### src/rtl/i2c_wb_fifo_pkg.sv
// Shared register map, CTRL/IRQ bit positions and the LEVEL saturation helper
// for the I2C Wishbone front end.
package i2c_wb_pkg;

  localparam logic [7:0] REG_CTRL      = 8'h00;
  localparam logic [7:0] REG_STATUS    = 8'h04;
  localparam logic [7:0] REG_TXDATA    = 8'h08;
  localparam logic [7:0] REG_RXDATA    = 8'h0C;
  localparam logic [7:0] REG_CLKDIV_LO = 8'h10;
  localparam logic [7:0] REG_CLKDIV_HI = 8'h14;
  localparam logic [7:0] REG_IRQ       = 8'h18;
  localparam logic [7:0] REG_LEVEL     = 8'h1C;

  localparam int CTRL_ENABLE   = 0;
  localparam int CTRL_START    = 1;
  localparam int CTRL_STOP     = 2;
  localparam int CTRL_TX_FLUSH = 3;
  localparam int CTRL_RX_FLUSH = 4;

  localparam int IRQ_RX_AVAIL = 0;
  localparam int IRQ_NACK     = 1;
  localparam int IRQ_DONE     = 2;

  function automatic logic [3:0] level_sat(input logic [6:0] cnt);
    if (cnt > 7'd15) begin
      return 4'hF;
    end else begin
      return cnt[3:0];
    end
  endfunction

endpackage

### src/rtl/i2c_wb_fifo_if.sv
// Wishbone slave bus bundle between the host and the I2C FIFO front end.
interface i2c_wb_fifo_if #(parameter int ADDR_W = 6);
  logic [ADDR_W-1:0] adr_i;
  logic [7:0]        dat_i;
  logic [7:0]        dat_o;
  logic              we_i;
  logic              stb_i;
  logic              cyc_i;
  logic              ack_o;

  modport slave  (input adr_i, dat_i, we_i, stb_i, cyc_i, output dat_o, ack_o);
  modport master (output adr_i, dat_i, we_i, stb_i, cyc_i, input dat_o, ack_o);
endinterface

### src/rtl/i2c_wb_fifo_sync_fifo.sv
// Single-clock FIFO with wrap-bit pointers; storage is not reset.
module sync_fifo #(
  parameter int WIDTH = 8,
  parameter int DEPTH = 8
) (
  input  logic                     clk,
  input  logic                     rst,
  input  logic                     push,
  input  logic                     pop,
  input  logic                     flush,
  input  logic [WIDTH-1:0]         din,
  output logic [WIDTH-1:0]         dout,
  output logic                     full,
  output logic                     empty,
  output logic [$clog2(DEPTH):0]   count
);
  localparam int AW = $clog2(DEPTH);

  logic [AW:0]      wr_ptr_r;
  logic [AW:0]      rd_ptr_r;
  logic [WIDTH-1:0] mem_r [DEPTH];
  logic             do_push_s;
  logic             do_pop_s;

  assign empty = (wr_ptr_r == rd_ptr_r);
  assign full  = (wr_ptr_r[AW] != rd_ptr_r[AW]) && (wr_ptr_r[AW-1:0] == rd_ptr_r[AW-1:0]);
  assign count = wr_ptr_r - rd_ptr_r;
  assign dout  = mem_r[rd_ptr_r[AW-1:0]];

  // A pop frees the head slot, so a push while full is accepted when paired with a pop.
  assign do_pop_s  = pop & ~empty;
  assign do_push_s = push & (~full | do_pop_s);

  // Pointer update; flush wins over any same-cycle push or pop.
  always_ff @(posedge clk or negedge rst) begin
    if (!rst) begin
      wr_ptr_r <= '0;
      rd_ptr_r <= '0;
    end else if (flush) begin
      wr_ptr_r <= '0;
      rd_ptr_r <= '0;
    end else begin
      if (do_push_s) wr_ptr_r <= wr_ptr_r + (AW+1)'(1);
      if (do_pop_s)  rd_ptr_r <= rd_ptr_r + (AW+1)'(1);
    end
  end

  // Storage write.
  always_ff @(posedge clk) begin
    if (do_push_s && !flush) mem_r[wr_ptr_r[AW-1:0]] <= din;
  end

endmodule

### src/rtl/i2c_wb_fifo.sv
// Wishbone register front end for an I2C engine: control/status registers,
// clock divider, TX/RX byte FIFOs and a level interrupt.
module i2c_wb_fifo
  import i2c_wb_pkg::*;
#(
  parameter logic [6:0] SLAVE_ADDRESS = 7'h50,
  parameter int         FIFO_DEPTH    = 8,
  parameter int         ADDR_W        = 6
) (
  input  logic                 clk,
  input  logic                 rst,
  i2c_wb_fifo_if.slave         wb,
  output logic [15:0]          clk_div,
  output logic                 enable,
  output logic                 start_o,
  output logic                 stop_o,
  output logic [7:0]           tx_data,
  output logic                 tx_valid,
  input  logic                 tx_ready,
  input  logic [7:0]           rx_data,
  input  logic                 rx_valid,
  input  logic                 busy_i,
  input  logic                 nack_i,
  input  logic                 done_i,
  output logic                 irq_o,
  output logic [6:0]           slave_addr
);
  localparam int CW = $clog2(FIFO_DEPTH) + 1;

  logic          ack_r, start_r, stop_r, irq_o_r, rx_overflow_r;
  logic [7:0]    dat_r, ctrl_r, clkdiv_lo_r, clkdiv_hi_r, rd_data_s;
  logic [2:0]    irq_r, irq_next_s;
  logic          req_s, wr_s, rd_s;
  logic          sel_ctrl_s, sel_txdata_s, sel_rxdata_s, sel_irq_s;
  logic          tx_push_s, tx_pop_s, tx_flush_s, tx_full_s, tx_empty_s;
  logic          rx_pop_s, rx_flush_s, rx_full_s, rx_empty_s, rx_avail_evt_s;
  logic [7:0]    tx_dout_s, rx_dout_s;
  logic [CW-1:0] tx_count_s, rx_count_s;

  // An access is taken once; the ack it produces blocks a second take.
  assign req_s = wb.cyc_i & wb.stb_i & ~ack_r;
  assign wr_s  = req_s & wb.we_i;
  assign rd_s  = req_s & ~wb.we_i;

  assign sel_ctrl_s   = (wb.adr_i == ADDR_W'(REG_CTRL));
  assign sel_txdata_s = (wb.adr_i == ADDR_W'(REG_TXDATA));
  assign sel_rxdata_s = (wb.adr_i == ADDR_W'(REG_RXDATA));
  assign sel_irq_s    = (wb.adr_i == ADDR_W'(REG_IRQ));

  assign tx_push_s  = wr_s & sel_txdata_s;
  assign tx_pop_s   = ~tx_empty_s & tx_ready;
  assign tx_flush_s = wr_s & sel_ctrl_s & wb.dat_i[CTRL_TX_FLUSH];
  assign rx_pop_s   = rd_s & sel_rxdata_s;
  assign rx_flush_s = wr_s & sel_ctrl_s & wb.dat_i[CTRL_RX_FLUSH];
  assign rx_avail_evt_s = rx_valid & rx_empty_s & ~rx_flush_s;

  sync_fifo #(.WIDTH(8), .DEPTH(FIFO_DEPTH)) u_tx_fifo (
    .clk(clk), .rst(rst), .push(tx_push_s), .pop(tx_pop_s), .flush(tx_flush_s),
    .din(wb.dat_i), .dout(tx_dout_s), .full(tx_full_s), .empty(tx_empty_s), .count(tx_count_s)
  );

  sync_fifo #(.WIDTH(8), .DEPTH(FIFO_DEPTH)) u_rx_fifo (
    .clk(clk), .rst(rst), .push(rx_valid), .pop(rx_pop_s), .flush(rx_flush_s),
    .din(rx_data), .dout(rx_dout_s), .full(rx_full_s), .empty(rx_empty_s), .count(rx_count_s)
  );

  // Read data mux for the register map.
  always_comb begin
    rd_data_s = 8'h00;
    case (wb.adr_i)
      ADDR_W'(REG_CTRL):      rd_data_s = ctrl_r;
      ADDR_W'(REG_STATUS):    rd_data_s = {2'b00, rx_overflow_r, rx_empty_s, rx_full_s,
                                           tx_empty_s, tx_full_s, busy_i};
      ADDR_W'(REG_RXDATA):    rd_data_s = rx_empty_s ? 8'h00 : rx_dout_s;
      ADDR_W'(REG_CLKDIV_LO): rd_data_s = clkdiv_lo_r;
      ADDR_W'(REG_CLKDIV_HI): rd_data_s = clkdiv_hi_r;
      ADDR_W'(REG_IRQ):       rd_data_s = {5'b00000, irq_r};
      ADDR_W'(REG_LEVEL):     rd_data_s = {level_sat(7'(rx_count_s)), level_sat(7'(tx_count_s))};
      default:                rd_data_s = 8'h00;
    endcase
  end

  // IRQ next state: W1C first, then events so a same-cycle event survives the clear.
  always_comb begin
    if (wr_s && sel_irq_s) begin
      irq_next_s = irq_r & ~wb.dat_i[2:0];
    end else begin
      irq_next_s = irq_r;
    end
    irq_next_s[IRQ_RX_AVAIL] = irq_next_s[IRQ_RX_AVAIL] | rx_avail_evt_s;
    irq_next_s[IRQ_NACK]     = irq_next_s[IRQ_NACK] | nack_i;
    irq_next_s[IRQ_DONE]     = irq_next_s[IRQ_DONE] | done_i;
  end

  // Bus response, control registers, command pulses and interrupt state.
  always_ff @(posedge clk or negedge rst) begin
    if (!rst) begin
      ack_r         <= 1'b0;
      dat_r         <= 8'h00;
      ctrl_r        <= 8'h00;
      clkdiv_lo_r   <= 8'h00;
      clkdiv_hi_r   <= 8'h00;
      start_r       <= 1'b0;
      stop_r        <= 1'b0;
      irq_r         <= 3'b000;
      irq_o_r       <= 1'b0;
      rx_overflow_r <= 1'b0;
    end else begin
      ack_r   <= req_s;
      start_r <= wr_s & sel_ctrl_s & wb.dat_i[CTRL_START];
      stop_r  <= wr_s & sel_ctrl_s & wb.dat_i[CTRL_STOP];
      irq_r   <= irq_next_s;
      irq_o_r <= |(irq_r & ctrl_r[7:5]);
      if (req_s) dat_r <= rd_s ? rd_data_s : 8'h00;
      if (wr_s && sel_ctrl_s) ctrl_r <= {wb.dat_i[7:5], 4'b0000, wb.dat_i[CTRL_ENABLE]};
      if (wr_s && wb.adr_i == ADDR_W'(REG_CLKDIV_LO)) clkdiv_lo_r <= wb.dat_i;
      if (wr_s && wb.adr_i == ADDR_W'(REG_CLKDIV_HI)) clkdiv_hi_r <= wb.dat_i;
      if (rx_flush_s) begin
        rx_overflow_r <= 1'b0;
      end else if (rx_valid && rx_full_s && !rx_pop_s) begin
        rx_overflow_r <= 1'b1;
      end
    end
  end

  assign wb.ack_o   = ack_r;
  assign wb.dat_o   = dat_r;
  assign clk_div    = {clkdiv_hi_r, clkdiv_lo_r};
  assign enable     = ctrl_r[CTRL_ENABLE];
  assign start_o    = start_r;
  assign stop_o     = stop_r;
  assign tx_data    = tx_dout_s;
  assign tx_valid   = ~tx_empty_s;
  assign irq_o      = irq_o_r;
  assign slave_addr = SLAVE_ADDRESS;

endmodule

### src/flat_wrapper.sv
// flat-port wrapper written by rule: the top's interface ports become plain ports
module i2c_wb_fifo_flat import i2c_wb_pkg::*;
#(
  parameter logic [6:0] SLAVE_ADDRESS = 7'h50,
  parameter int         FIFO_DEPTH    = 8,
  parameter int         ADDR_W        = 6
)
  (clk, rst, clk_div, enable, start_o, stop_o, tx_data, tx_valid, tx_ready, rx_data, rx_valid, busy_i, nack_i, done_i, irq_o, slave_addr, wb_adr_i, wb_dat_i, wb_we_i, wb_stb_i, wb_cyc_i, wb_dat_o, wb_ack_o);
  i2c_wb_fifo_if #(.ADDR_W(ADDR_W)) wb_i ();
  input  logic clk;
  input  logic rst;
  output logic [15:0] clk_div;
  output logic enable;
  output logic start_o;
  output logic stop_o;
  output logic [7:0] tx_data;
  output logic tx_valid;
  input  logic tx_ready;
  input  logic [7:0] rx_data;
  input  logic rx_valid;
  input  logic busy_i;
  input  logic nack_i;
  input  logic done_i;
  output logic irq_o;
  output logic [6:0] slave_addr;
  input wire logic [$bits(wb_i.adr_i)-1:0] wb_adr_i;
  input wire logic [$bits(wb_i.dat_i)-1:0] wb_dat_i;
  input wire logic [$bits(wb_i.we_i)-1:0] wb_we_i;
  input wire logic [$bits(wb_i.stb_i)-1:0] wb_stb_i;
  input wire logic [$bits(wb_i.cyc_i)-1:0] wb_cyc_i;
  output wire logic [$bits(wb_i.dat_o)-1:0] wb_dat_o;
  output wire logic [$bits(wb_i.ack_o)-1:0] wb_ack_o;
  assign wb_i.adr_i = wb_adr_i;
  assign wb_i.dat_i = wb_dat_i;
  assign wb_i.we_i = wb_we_i;
  assign wb_i.stb_i = wb_stb_i;
  assign wb_i.cyc_i = wb_cyc_i;
  assign wb_dat_o = wb_i.dat_o;
  assign wb_ack_o = wb_i.ack_o;
  i2c_wb_fifo #(.SLAVE_ADDRESS(SLAVE_ADDRESS), .FIFO_DEPTH(FIFO_DEPTH), .ADDR_W(ADDR_W)) u_core (.clk(clk), .rst(rst), .wb(wb_i), .clk_div(clk_div), .enable(enable), .start_o(start_o), .stop_o(stop_o), .tx_data(tx_data), .tx_valid(tx_valid), .tx_ready(tx_ready), .rx_data(rx_data), .rx_valid(rx_valid), .busy_i(busy_i), .nack_i(nack_i), .done_i(done_i), .irq_o(irq_o), .slave_addr(slave_addr));
endmodule
### config.mk
export PLATFORM = sky130hd
export DESIGN_NAME = i2c_wb_fifo_flat
export DESIGN_NICKNAME = d
export VERILOG_FILES = /design/src/rtl/i2c_wb_fifo_pkg.sv /design/src/rtl/i2c_wb_fifo_if.sv /design/src/rtl/i2c_wb_fifo_sync_fifo.sv /design/src/rtl/i2c_wb_fifo.sv /design/src/flat_wrapper.sv
export SDC_FILE = /design/constraint.sdc
export NUM_CORES = 1
export LEC_CHECK = 0
export ABC_AREA = 0
export BUFFER_PORTS_ARGS = -buffer_cell sky130_fd_sc_hd__clkbuf_2
export CAP_MARGIN = 0
export CORE_MARGIN = 1.5
export CORE_UTILIZATION = 40
export DETAILED_ROUTE_END_ITERATION = 12
export PLACE_DENSITY = 0.63
export SLEW_MARGIN = 25
export SYNTH_ARGS = -nofsm -noshare
export SYNTH_HDL_FRONTEND = slang
export SYNTH_SLANG_ARGS = --single-unit
### constraint.sdc
create_clock -name clk -period 4.6 [get_ports clk]
set_input_delay 0.92 -clock clk [delete_from_list [all_inputs] [get_ports clk]]
set_output_delay 0.92 -clock clk [all_outputs]
set_load 0.02 [all_outputs]
Yosys cells after proc, flatten, opt, wreduce, memory -nomap -nowiden
Memory sizes are Yosys's and may differ from the RTL's. Cells that the tools add are included.

Bits of input ports: 32. Memory bits (writable): 128. Memories kept: 2. Register bits after elaboration: 52. Output and inout bits: 45.

Memories: u_core.u_rx_fifo.mem_r (words 8, width 8, read ports 1, clocked after Yosys merged registers in 0, wr ports 1, RTL line i2c_wb_fifo_sync_fifo.sv:21) `logic [WIDTH-1:0] mem_r [DEPTH];`; u_core.u_tx_fifo.mem_r (words 8, width 8, read ports 1, clocked after Yosys merged registers in 0, wr ports 1, RTL line i2c_wb_fifo_sync_fifo.sv:21).

Bitwise operators: 33. Reduce and logical (&&, ||, !) cells: 20. Mux-type cells: 18. $add $sub $neg: 6. Eq/ne operators: 13.

Operators with widths (number): case mux 8 bit (7 select lines) (1); two-way mux 4 bit (8); equality test 6 x 5 -> 1 bit (second input constant) (4); bitwise AND 1 bit (18); adder 4 x 1 -> 4 bit (second input constant) (4); two-way mux 8 bit (2); equality test 6 x 4 -> 1 bit (second input constant) (2); logical AND 1 bit (10); nonzero test 2 bit (5); equality test 4 bit (2); subtractor 4 bit (2); NOT 1 bit (7); bitwise AND 3 bit (2); equality test 3 bit (2); equality test 6 x 3 -> 1 bit (second input constant) (1); zero test 6 bit (1); two-way mux 1 bit (6); bitwise OR 1 bit (5); zero test 1 bit (3); two-way mux 3 bit (1); NOT 3 bit (1); OR reduction 3 bit (1); != test 1 bit (2).

Longest topological paths before layout
Gate-level depths: netlist of run 1.

Depth in word-level cells: 10. Depth in mapped cells: 9. Depth with buffers taken out: 8.

By module
From an unflattened synthesis of run 1, not the netlist that was laid out.

Cells, all modules: 535. Area, all modules: 8027.7 µm².

Modules (own cells, without submodules): sync_fifo at u_core.u_rx_fifo (times used 1, area each 3030.4 µm², cells an instance 180, sequential area each 2122.0 µm²); sync_fifo at u_core.u_tx_fifo (times used 1, area each 3025.4 µm², cells an instance 180, sequential area each 2122.0 µm²); i2c_wb_fifo (times used 1, area each 1971.9 µm², cells an instance 175, sequential area each 900.9 µm²).

Worst setup path after synthesis of run 1
Ideal clock, no wire load.

Path type: reg2reg. From: reg u_core.u_tx_fifo.rd_ptr_r[1]. To: mem u_core.u_tx_fifo.mem_r[0][0], enable pin. Stages on the path, launching flop included: 10. Path slack: 1.044 ns. Data required time: 4.205 ns. Arrival time: 3.161 ns. Library setup time: 0.395 ns. Cell sequence: dfrtp_1 -> clkbuf_1 -> clkbuf_1 -> inv_1 -> ha_1 -> nand3_1 -> o311ai_0 -> or2_2 -> clkbuf_1 -> nor4_1.

Longest elaborated chain between the ends: 9. Elaborated cells on any way between the ends: 12.

Ends and longest elaborated chain: start, declared (RTL line i2c_wb_fifo_sync_fifo.sv:20) `logic [AW:0] rd_ptr_r;`; start signal, assigned (RTL line i2c_wb_fifo_sync_fifo.sv:44) `if (do_pop_s) rd_ptr_r <= rd_ptr_r + (AW+1)'(1);`; equality test 4 bit (RTL line i2c_wb_fifo_sync_fifo.sv:25) `assign empty = (wr_ptr_r == rd_ptr_r);`; NOT 1 bit (RTL line i2c_wb_fifo_sync_fifo.sv:31, i2c_wb_fifo.sv:51); bitwise AND 1 bit (RTL line i2c_wb_fifo.sv:51) `assign tx_pop_s = ~tx_empty_s & tx_ready;`; bitwise AND 1 bit (RTL line i2c_wb_fifo_sync_fifo.sv:31) `assign do_pop_s = pop & ~empty;`; bitwise OR 1 bit * (RTL line i2c_wb_fifo_sync_fifo.sv:32) `assign do_push_s = push & (~full | do_pop_s);`; bitwise AND 1 bit * (RTL line i2c_wb_fifo_sync_fifo.sv:32); logical AND 1 bit * (RTL line i2c_wb_fifo_sync_fifo.sv:50) `if (do_push_s && !flush) mem_r[wr_ptr_r[AW-1:0]] <= din;`; two-way mux 1 bit * (RTL line i2c_wb_fifo_sync_fifo.sv:50); two-way mux 1 bit (not written as such) * (RTL line i2c_wb_fifo_sync_fifo.sv:50); end, declared (RTL line i2c_wb_fifo_sync_fifo.sv:21).

Every way passes the cells marked *; elsewhere a longest branch is shown, timed or not.

Final worst setup path of run 1
From: in wb_adr_i[1]. To: mem u_core.u_rx_fifo.mem_r[4][5], enable pin.

Longest elaborated chain between the ends: 8. Elaborated cells on any way between the ends: 12.

Ends and longest elaborated chain: start, declared (RTL line flat_wrapper.sv:26) `input wire logic [$bits(wb_i.adr_i)-1:0] wb_adr_i;`; equality test 6 x 4 -> 1 bit (RTL line i2c_wb_fifo.sv:47) `assign sel_rxdata_s = (wb.adr_i == ADDR_W'(REG_RXDATA));`; bitwise AND 1 bit (RTL line i2c_wb_fifo.sv:53) `assign rx_pop_s = rd_s & sel_rxdata_s;`; bitwise AND 1 bit (RTL line i2c_wb_fifo_sync_fifo.sv:31); bitwise OR 1 bit (RTL line i2c_wb_fifo_sync_fifo.sv:32); bitwise AND 1 bit (RTL line i2c_wb_fifo_sync_fifo.sv:32); logical AND 1 bit * (RTL line i2c_wb_fifo_sync_fifo.sv:50); two-way mux 1 bit * (RTL line i2c_wb_fifo_sync_fifo.sv:50); two-way mux 1 bit (not written as such) * (RTL line i2c_wb_fifo_sync_fifo.sv:50); end, declared (RTL line i2c_wb_fifo_sync_fifo.sv:21).

Marks and branches as above.

==> impl_metrics.json, run 1 <==
{
  "outcome": "finished clean",
  "p_clk_frac": 0.328,
  "fmax_mhz": 302,
  "path_max_fanout": 9,
  "placed_area_mm2": 0.00854,
  "reg2reg_slack_ps": 1480,
  "layout_commonest_cell": "edfxtp_1",
  "peakVddDrop_mv": 0.349,
  "postCtsResizedCells": 0,
  "async_flop_share": 0.289,
  "clock_skew_ps": 8.72,
  "drtAntennaViolNets": 0,
  "powerDensity_mw_per_mm2": 485,
  "min_period_over_period": 0.720,
  "critical-path-max-stage-delay_ps": 710,
  "gr-usage-met2": 0.295,
  "vias_per_cell": 5.51,
  "clk_pin_slew_ps": 70,
  "crit_path_start_kind": "input pin",
  "gp_congestion": 0.888,
  "die_h_um": 144,
  "design_area_mm2": 0.00913,
  "period_needed_ps": 3310,
  "fin_tns_setup_ps": 0,
  "fin_nets": 634,
  "dp_hpwl_um": 12700,
  "grt_pass1_vias": 4781,
  "gr-max-usage-layer": "met2",
  "rows": 51,
  "io_buffer_count": 69,
  "num_vias": 4786,
  "holdCritPathClass": "register to register",
  "p_seq_frac": 0.448,
  "instances_no_fill": 868,
  "path_cells": "clkbuf_2 > or4_1 > nor4_2 > o2111ai_1 > nor2_1",
  "track_usage": 0.188,
  "critPathKind": "input pin to register",
  "totalWireLength_um": 18100,
  "grt_start_max_net_pins": 53,
  "clk_latency_ps": 440,
  "yosysSeqAreaShare": 0.651,
  "worstPathArrival_ps": 3380,
  "mostFrequentLayoutCells": "edfxtp_1 (128), clkbuf_2 (69), dfrtp_1 (52)",
  "place_inst": 836,
  "start_util": 0.408,
  "ys_warn_count": 0,
  "cp.buffers_inverters": 1,
  "synth_compound_area_frac": 0.0481,
  "cts_max_path_buffers": 2,
  "io_pins": 77,
  "synth_xor_area_frac": 0.0111,
  "cts_hold_buf": 0,
  "yosysUniqueCellTypes": 57,
  "diodes": 0,
  "cts_buffers": 17,
  "grt_use_met1": 0.261,
  "combPwrFrac": 0.224,
  "p_int_mw": 3.06,
  "syn_area_mm2": 0.00791,
  "firstDrtPassIters": 5,
  "yosys.area_share.simple": 0.0897,
  "area_delta_synth_final_pct": 15.5,
  "gr-usage-met3": 0.0337,
  "dieWidth_um": 144,
  "ys_ff_latch": 180,
  "antenna_found_initial": 0,
  "tritoncts": "built",
  "cp_slowest_cell": "nor4_2",
  "power_switching_mw": 1.37,
  "synthAdderAreaFrac": 0.0209,
  "drc": 0,
  "cp-end-kind": "register",
  "hold_depth": 1,
  "synthCells": 516,
  "r2r_cells": 4,
  "critPathRequiredTime_ps": 4670,
  "clock-sinks": 180,
  "synth-edff-count": 128,
  "path_depth": 5,
  "postCtsSetupRepairBufs": 0,
  "rsz0062_at_grt": "no",
  "switching_share": 0.309,
  "avgSynthCellArea_um2": 15.3,
  "setup_viol": 0,
  "drv_cap": 0,
  "drtIter0Drc": 349,
  "pre_cts_ws_ps": 871,
  "synth_top_family_by_area": "multiplexers",
  "fin_ws_ps": 1290,
  "globalRoute.totalOverflow": 0,
  "die-area_mm2": 0.0206,
  "slew_headroom": 0.415,
  "cts_root_buf": "clkbuf_16",
  "wire_per_inst_um": 20.8,
  "grt_pass1_wl_um": 27900,
  "cts_max_level": 4,
  "crit_family": "simple AND/OR/NAND/NOR gates",
  "worst_pin_slew_ps": 867,
  "slew_viol_final": 0,
  "drive_above_1_share": 0.302,
  "coreArea_mm2": 0.0194,
  "leakage_nw": 3.45,
  "finalHoldViolCount": 0,
  "synthFlopType": "edfxtp_1",
  "synth.mux.area_fraction": 0.150
}
-- worst paths after layout --
path / start / end
setup / recovery: wb_adr_i[1] / u_core.u_rx_fifo.mem_r[4][5]
hold / removal: u_core.irq_r[1] / u_core.irq_r[1]
setup reg to reg: u_core.wb.ack_o / u_core.u_rx_fifo.mem_r[4][5]
hold reg to reg: u_core.irq_r[1] / u_core.irq_r[1]
max in group asynchronous: rst / u_core.u_rx_fifo.rd_ptr_r[0]
min in group asynchronous: rst / u_core.clkdiv_lo_r[0]
-- metrics by stage --
step / hold slack, ps / utilization / total power [mW]
detailed placement: 502 / 0.440 / 3.03
finish: 523 / 0.471 / 4.43
floorplan: 464 / - / 2.70
global route: 541 / 0.471 / 4.62
CTS: 521 / 0.471 / 4.47
global placement: 485 / 0.440 / 3.00
-- layer usage --
| metal | part of all wire | vias up | wire length (um) |
|---|---|---|---|
| met5 | 0 | - | 0 |
| met4 | 0.019 | 0 | 344 |
| met3 | 0.048 | 24 | 862 |
| met2 | 0.49 | 156 | 8770 |
| met1 | 0.45 | 2456 | 8090 |
| li1 | - | 2150 | - |
-- sequential cells by signal, indices dropped and copies added (netlist names), 8 cells and up --
| signal | count |
|---|---|
| u_core.clkdiv_hi_r | 8 |
| u_core.u_rx_fifo.mem_r | 64 |
| u_core.u_tx_fifo.mem_r | 64 |
| u_core.wb.dat_o | 8 |
| u_core.clkdiv_lo_r | 8 |
-- power by group through the flow --
| stage | Clock (mW) | Combinational (mW) | Sequential [mW] |
|---|---|---|---|
| finish | 1.45 | 0.991 | 1.99 |
| global route | 1.53 | 1.09 | 2.00 |
| CTS | 1.48 | 1.01 | 1.99 |
| detailed placement | 0 | 1.00 | 2.02 |
| global placement | 0 | 0.978 | 2.02 |
| floorplan | 0 | 0.720 | 1.98 |
-- cell type report --
cell class | count | area [um2]
sequential | 180 | 5140
timing repair buffer | 83 | 450
inverter | 16 | 60.1
multi-input combinational | 292 | 2560
tap | 265 | 332
clock buffer | 19 | 433
fill | 1720 | 10300
clock inverter | 13 | 153
-- logic make-up (layout without fill, tap and decap cells) --
kind of cell / after synthesis / after routing
adders and majority gates: 12 / 12
and+or+nand+nor: 136 / 136
DFF: 180 / 180
other: 2 / 7
buffers and inverters: 49 / 131
muxes: 73 / 73
xor gates and xnor gates: 10 / 10
AOI/OAI and AO/OA: 54 / 54
-- Yosys cell counts (all sizes together), types with 4 or more instances --
master    n  area [um2]
nand2b    7        43.8
nor3     12        65.1
clkbuf   19        71.3
nor2     18        67.6
a21oi    10        50.1
mux4     34         766
inv      16        60.1
nand2    39         146
nor4     13        87.6
buf      14        91.3
dfrtp    52        1300
and2      4        25.0
a221o     4        40.0
o211ai    4        30.0
ha       10         125
xor2      5        43.8
edfxtp  128        3840
xnor2     5        43.8
mux2i    14         140
nand3    17        85.1
mux2     25         282
or4       5        41.3
o21ai    10        50.1
No activity file was read; power rests on OpenSTA's default activity.
==> inputs of run 2 (changes only) <==
Clock period 4.6 ns to 3.2 ns, I/O delays scaled along.
==> run 2 against run 1 <==
  * Hold slack lost 380 ps
  * Critical path type is now register to output port
  * Sequential power grew 42%
  * Sequential cell count is the same
  * Global-route usage shrank 0.44 points
  * Die area is the same
  * Sequential share of layout area shrank 1.3 points
  * Largest power group unchanged
  * Worst setup slack lost 860 ps
  * Core utilization grew 1.1 points
  * Cell area grew 2.4%
==> impl_metrics.json, run 2 (synthesis results as in run 1) <==
{
  "path_cells": "ha_1 > nand3_1 > buf_4 > or2_2 > clkbuf_2",
  "dieWidth_um": 144,
  "totalWireLength_um": 17700,
  "dp_hpwl_um": 12400,
  "outcome": "finished clean",
  "slew_viol_final": 0,
  "grt_pass1_vias": 4985,
  "clock_skew_ps": 13.4,
  "tritoncts": "built",
  "min_period_over_period": 0.867,
  "setup_viol": 0,
  "critPathRequiredTime_ps": 2560,
  "firstDrtPassIters": 6,
  "placed_area_mm2": 0.00871,
  "vias_per_cell": 5.42,
  "coreArea_mm2": 0.0194,
  "num_vias": 4790,
  "holdCritPathClass": "input pin to async pin",
  "die-area_mm2": 0.0206,
  "drv_cap": 0,
  "area_delta_synth_final_pct": 18.2,
  "cts_hold_buf": 0,
  "crit_family": "flip-flops",
  "die_h_um": 144,
  "cts_buffers": 17,
  "crit_path_start_kind": "register",
  "cts_root_buf": "clkbuf_16",
  "reg2reg_slack_ps": 430,
  "powerDensity_mw_per_mm2": 690,
  "cts_max_level": 4,
  "cp-end-kind": "output port",
  "grt_start_max_net_pins": 21,
  "postCtsResizedCells": 0,
  "drc": 0,
  "layout_commonest_cell": "edfxtp_1",
  "clk_latency_ps": 430,
  "drtIter0Drc": 338,
  "grt_pass1_wl_um": 27700,
  "worst_pin_slew_ps": 994,
  "rsz0062_at_grt": "no",
  "io_pins": 77,
  "leakage_nw": 3.55,
  "cp.buffers_inverters": 2,
  "clk_pin_slew_ps": 70,
  "fin_nets": 650,
  "cts_max_path_buffers": 2,
  "pre_cts_ws_ps": 142,
  "globalRoute.totalOverflow": 0,
  "critical-path-max-stage-delay_ps": 520,
  "finalHoldViolCount": 0,
  "track_usage": 0.183,
  "critPathKind": "register to output port",
  "fmax_mhz": 361,
  "drtAntennaViolNets": 0,
  "cp_slowest_cell": "dfrtp_1",
  "slew_headroom": 0.332,
  "drive_above_1_share": 0.333,
  "diodes": 0,
  "design_area_mm2": 0.00935,
  "period_needed_ps": 2770,
  "peakVddDrop_mv": 0.412,
  "io_buffer_count": 69,
  "antenna_found_initial": 0,
  "mostFrequentLayoutCells": "edfxtp_1 (128), clkbuf_2 (69), dfrtp_1 (52)",
  "wire_per_inst_um": 20.0,
  "fin_ws_ps": 426,
  "postCtsSetupRepairBufs": 0,
  "worstPathArrival_ps": 2130,
  "rows": 51,
  "gp_congestion": 0.912,
  "start_util": 0.408,
  "clock-sinks": 180,
  "path_max_fanout": 9
}
-- run 2: metrics by stage --
step	hold WS, ps	utilization	total power, mW	setup TNS [ps]	instances
after CTS	140	0.481	6.51	0	884
after global placement	491	0.449	4.36	0	852
after floorplan	344	-	3.88	-42.9	521
after detailed placement	498	0.449	4.40	0	852
final	145	0.482	6.45	0	884
after global routing	155	0.482	6.76	0	884
-- run 2: path summary, 6_finish.rpt --
path                                                    from                           end  cells after the start
worst max-delay path            u_core.u_tx_fifo.wr_ptr_r[2]                      tx_valid                      5
worst max register to register  u_core.u_tx_fifo.wr_ptr_r[2]  u_core.u_tx_fifo.mem_r[1][3]                      5
worst min-delay path                                     rst         u_core.clkdiv_lo_r[4]                      1
min in group clk                                      done_i               u_core.irq_r[2]                      2
max in group asynchronous                                rst  u_core.u_rx_fifo.rd_ptr_r[1]                      2
worst min register to register          u_core.rx_overflow_r          u_core.rx_overflow_r                      2
-- run 2: per-layer routing --
layer	track usage	vias up	routed length [um]
li1	-	2175	-
met1	0.247	2451	7930
met2	0.297	139	8620
met3	0.0400	25	779
met4	0.0585	0	351
met5	0	-	0
-- run 2: where the power goes --
group	switching, mW	internal, mW
combinational	0.891	0.637
clock	0.980	1.12
sequential	0.121	2.70
-- run 2: area by class of cell --
class / instances / area [um2]
clock buffer: 17 / 425
clock inverter: 15 / 189
fill: 1723 / 10100
inverter: 16 / 60.1
multi-input combinational: 292 / 2630
sequential: 180 / 5140
tap: 265 / 332
timing repair buffer: 99 / 571
==> inputs of run 3 (changes only) <==
Settings changed: CORE_UTILIZATION 40 to 54, PLACE_DENSITY 0.63 to 0.79, SLEW_MARGIN 25 to 20.
==> run 3 against run 2 <==
  * Clock skew rose by 2.2 ps
  * Register-to-register slack got worse by 20 ps
  * Critical path depth did not move
  * Sequential share of layout area rose by 0.91 points
  * Power fell by 1.0%
  * Largest power group unchanged
==> impl_metrics.json, run 3 (synthesis results as in run 1) <==
{
  "outcome": "finished clean",
  "num_vias": 4911,
  "grt_pass1_wl_um": 28000,
  "path_cells": "inv_1 > ha_1 > nand3_1 > or2_2 > clkbuf_2",
  "antenna_found_initial": 1,
  "grt_start_max_net_pins": 28,
  "mostFrequentLayoutCells": "edfxtp_1 (128), clkbuf_2 (69), dfrtp_1 (52)",
  "clock-sinks": 180,
  "clk_latency_ps": 440,
  "cp-end-kind": "output port",
  "finalHoldViolCount": 0,
  "worstPathArrival_ps": 2250,
  "critPathRequiredTime_ps": 2560,
  "fin_nets": 650,
  "cp.buffers_inverters": 2,
  "die-area_mm2": 0.0154,
  "cts_buffers": 17,
  "path_max_fanout": 9,
  "r2r_cells": 8,
  "drtIter0Drc": 456,
  "crit_path_start_kind": "register",
  "globalRoute.totalOverflow": 0,
  "whs_ps": 261,
  "firstDrtPassIters": 6,
  "rsz0062_at_grt": "no",
  "dieWidth_um": 124,
  "cts_hold_buf": 0,
  "wire_per_inst_um": 23.1,
  "critPathKind": "register to output port",
  "cp_slowest_cell": "dfrtp_1",
  "drv_cap": 0,
  "leakage_nw": 3.55,
  "gp_congestion": 0.966,
  "setup_viol": 0,
  "drive_above_1_share": 0.334,
  "io_pins": 77,
  "diodes": 0,
  "clk_pin_slew_ps": 70,
  "layout_commonest_cell": "edfxtp_1",
  "tritoncts": "built",
  "totalWireLength_um": 18500,
  "clock_skew_ps": 15.6,
  "fmax_mhz": 346,
  "io_buffer_count": 69,
  "path_depth": 5,
  "slew_viol_final": 0,
  "drc": 0,
  "vias_per_cell": 6.12,
  "critical-path-max-stage-delay_ps": 550,
  "postCtsResizedCells": 0,
  "grt_pass1_vias": 4869,
  "fin_tns_setup_ps": 0,
  "crit_family": "flip-flops",
  "min_period_over_period": 0.903,
  "pre_cts_ws_ps": 385,
  "holdCritPathClass": "input pin to async pin",
  "period_needed_ps": 2890,
  "cts_max_path_buffers": 2,
  "track_usage": 0.259,
  "die_h_um": 124,
  "rows": 44,
  "coreArea_mm2": 0.0144,
  "drtAntennaViolNets": 0,
  "start_util": 0.548,
  "cts_max_level": 4,
  "worst_pin_slew_ps": 769,
  "cts_root_buf": "clkbuf_16",
  "dp_hpwl_um": 13300,
  "postCtsSetupRepairBufs": 0,
  "peakVddDrop_mv": 0.478,
  "powerDensity_mw_per_mm2": 694,
  "area_delta_synth_final_pct": 16.3,
  "fin_ws_ps": 311,
  "slew_headroom": 0.487
}
## run 3: cell count changes in the layout (fill, tap and decap cells not counted), sizes merged
| cell | change |
|---|---|
| inv | +2 |
| clkinv | -1 |
| clkinvlp | -1 |
## run 3: per-layer routing
layer / GRT usage / part of all wire / routed length (um)
met1: 0.305 / 0.37 / 6940
met2: 0.458 / 0.53 / 9890
met3: 0.0701 / 0.072 / 1330
met4: 0.0902 / 0.020 / 376
met5: 0 / 0 / 0
## run 3: cell type report
class	count	area, um2
inverter	16	60.1
sequential	180	5140
timing repair buffer	99	571
multi-input combinational	292	2600
fill	1047	5230
clock buffer	17	425
clock inverter	15	165
tap	184	230
## run 3: path summary, 6_finish.rpt
path | startpoint | end | slack (ps)
worst min register to register | u_core.irq_r[2] | u_core.irq_r[2] | 530
worst max-delay path | u_core.u_tx_fifo.wr_ptr_r[0] | tx_valid | 310
min in group clk | done_i | u_core.irq_r[2] | 440
worst min-delay path | rst | u_core.u_rx_fifo.wr_ptr_r[2] | 260
worst max register to register | u_core.u_tx_fifo.wr_ptr_r[0] | u_core.u_tx_fifo.mem_r[0][7] | 410
max in group asynchronous | rst | u_core.ctrl_r[5] | 2220
## run 3: stage by stage
| step | instance area, um2 | instances | total power, mW | util |
|---|---|---|---|---|
| 2_1_floorplan | 7970 | 521 | 3.88 | - |
| 3_3_place_gp | 8610 | 771 | 4.31 | 0.597 |
| 3_5_place_dp | 8610 | 771 | 4.36 | 0.597 |
| 4_1_cts | 9200 | 803 | 6.42 | 0.638 |
| 5_1_grt | 9200 | 803 | 6.65 | 0.638 |
| 6_report | 9200 | 803 | 6.39 | 0.638 |
## run 3: power by group
part,leakage (nW),switching (mW),internal [mW]
Clock,0.292,0.956,1.11
Combinational,1.42,0.877,0.608
Sequential,1.84,0.133,2.70
Total,3.55,1.97,4.42
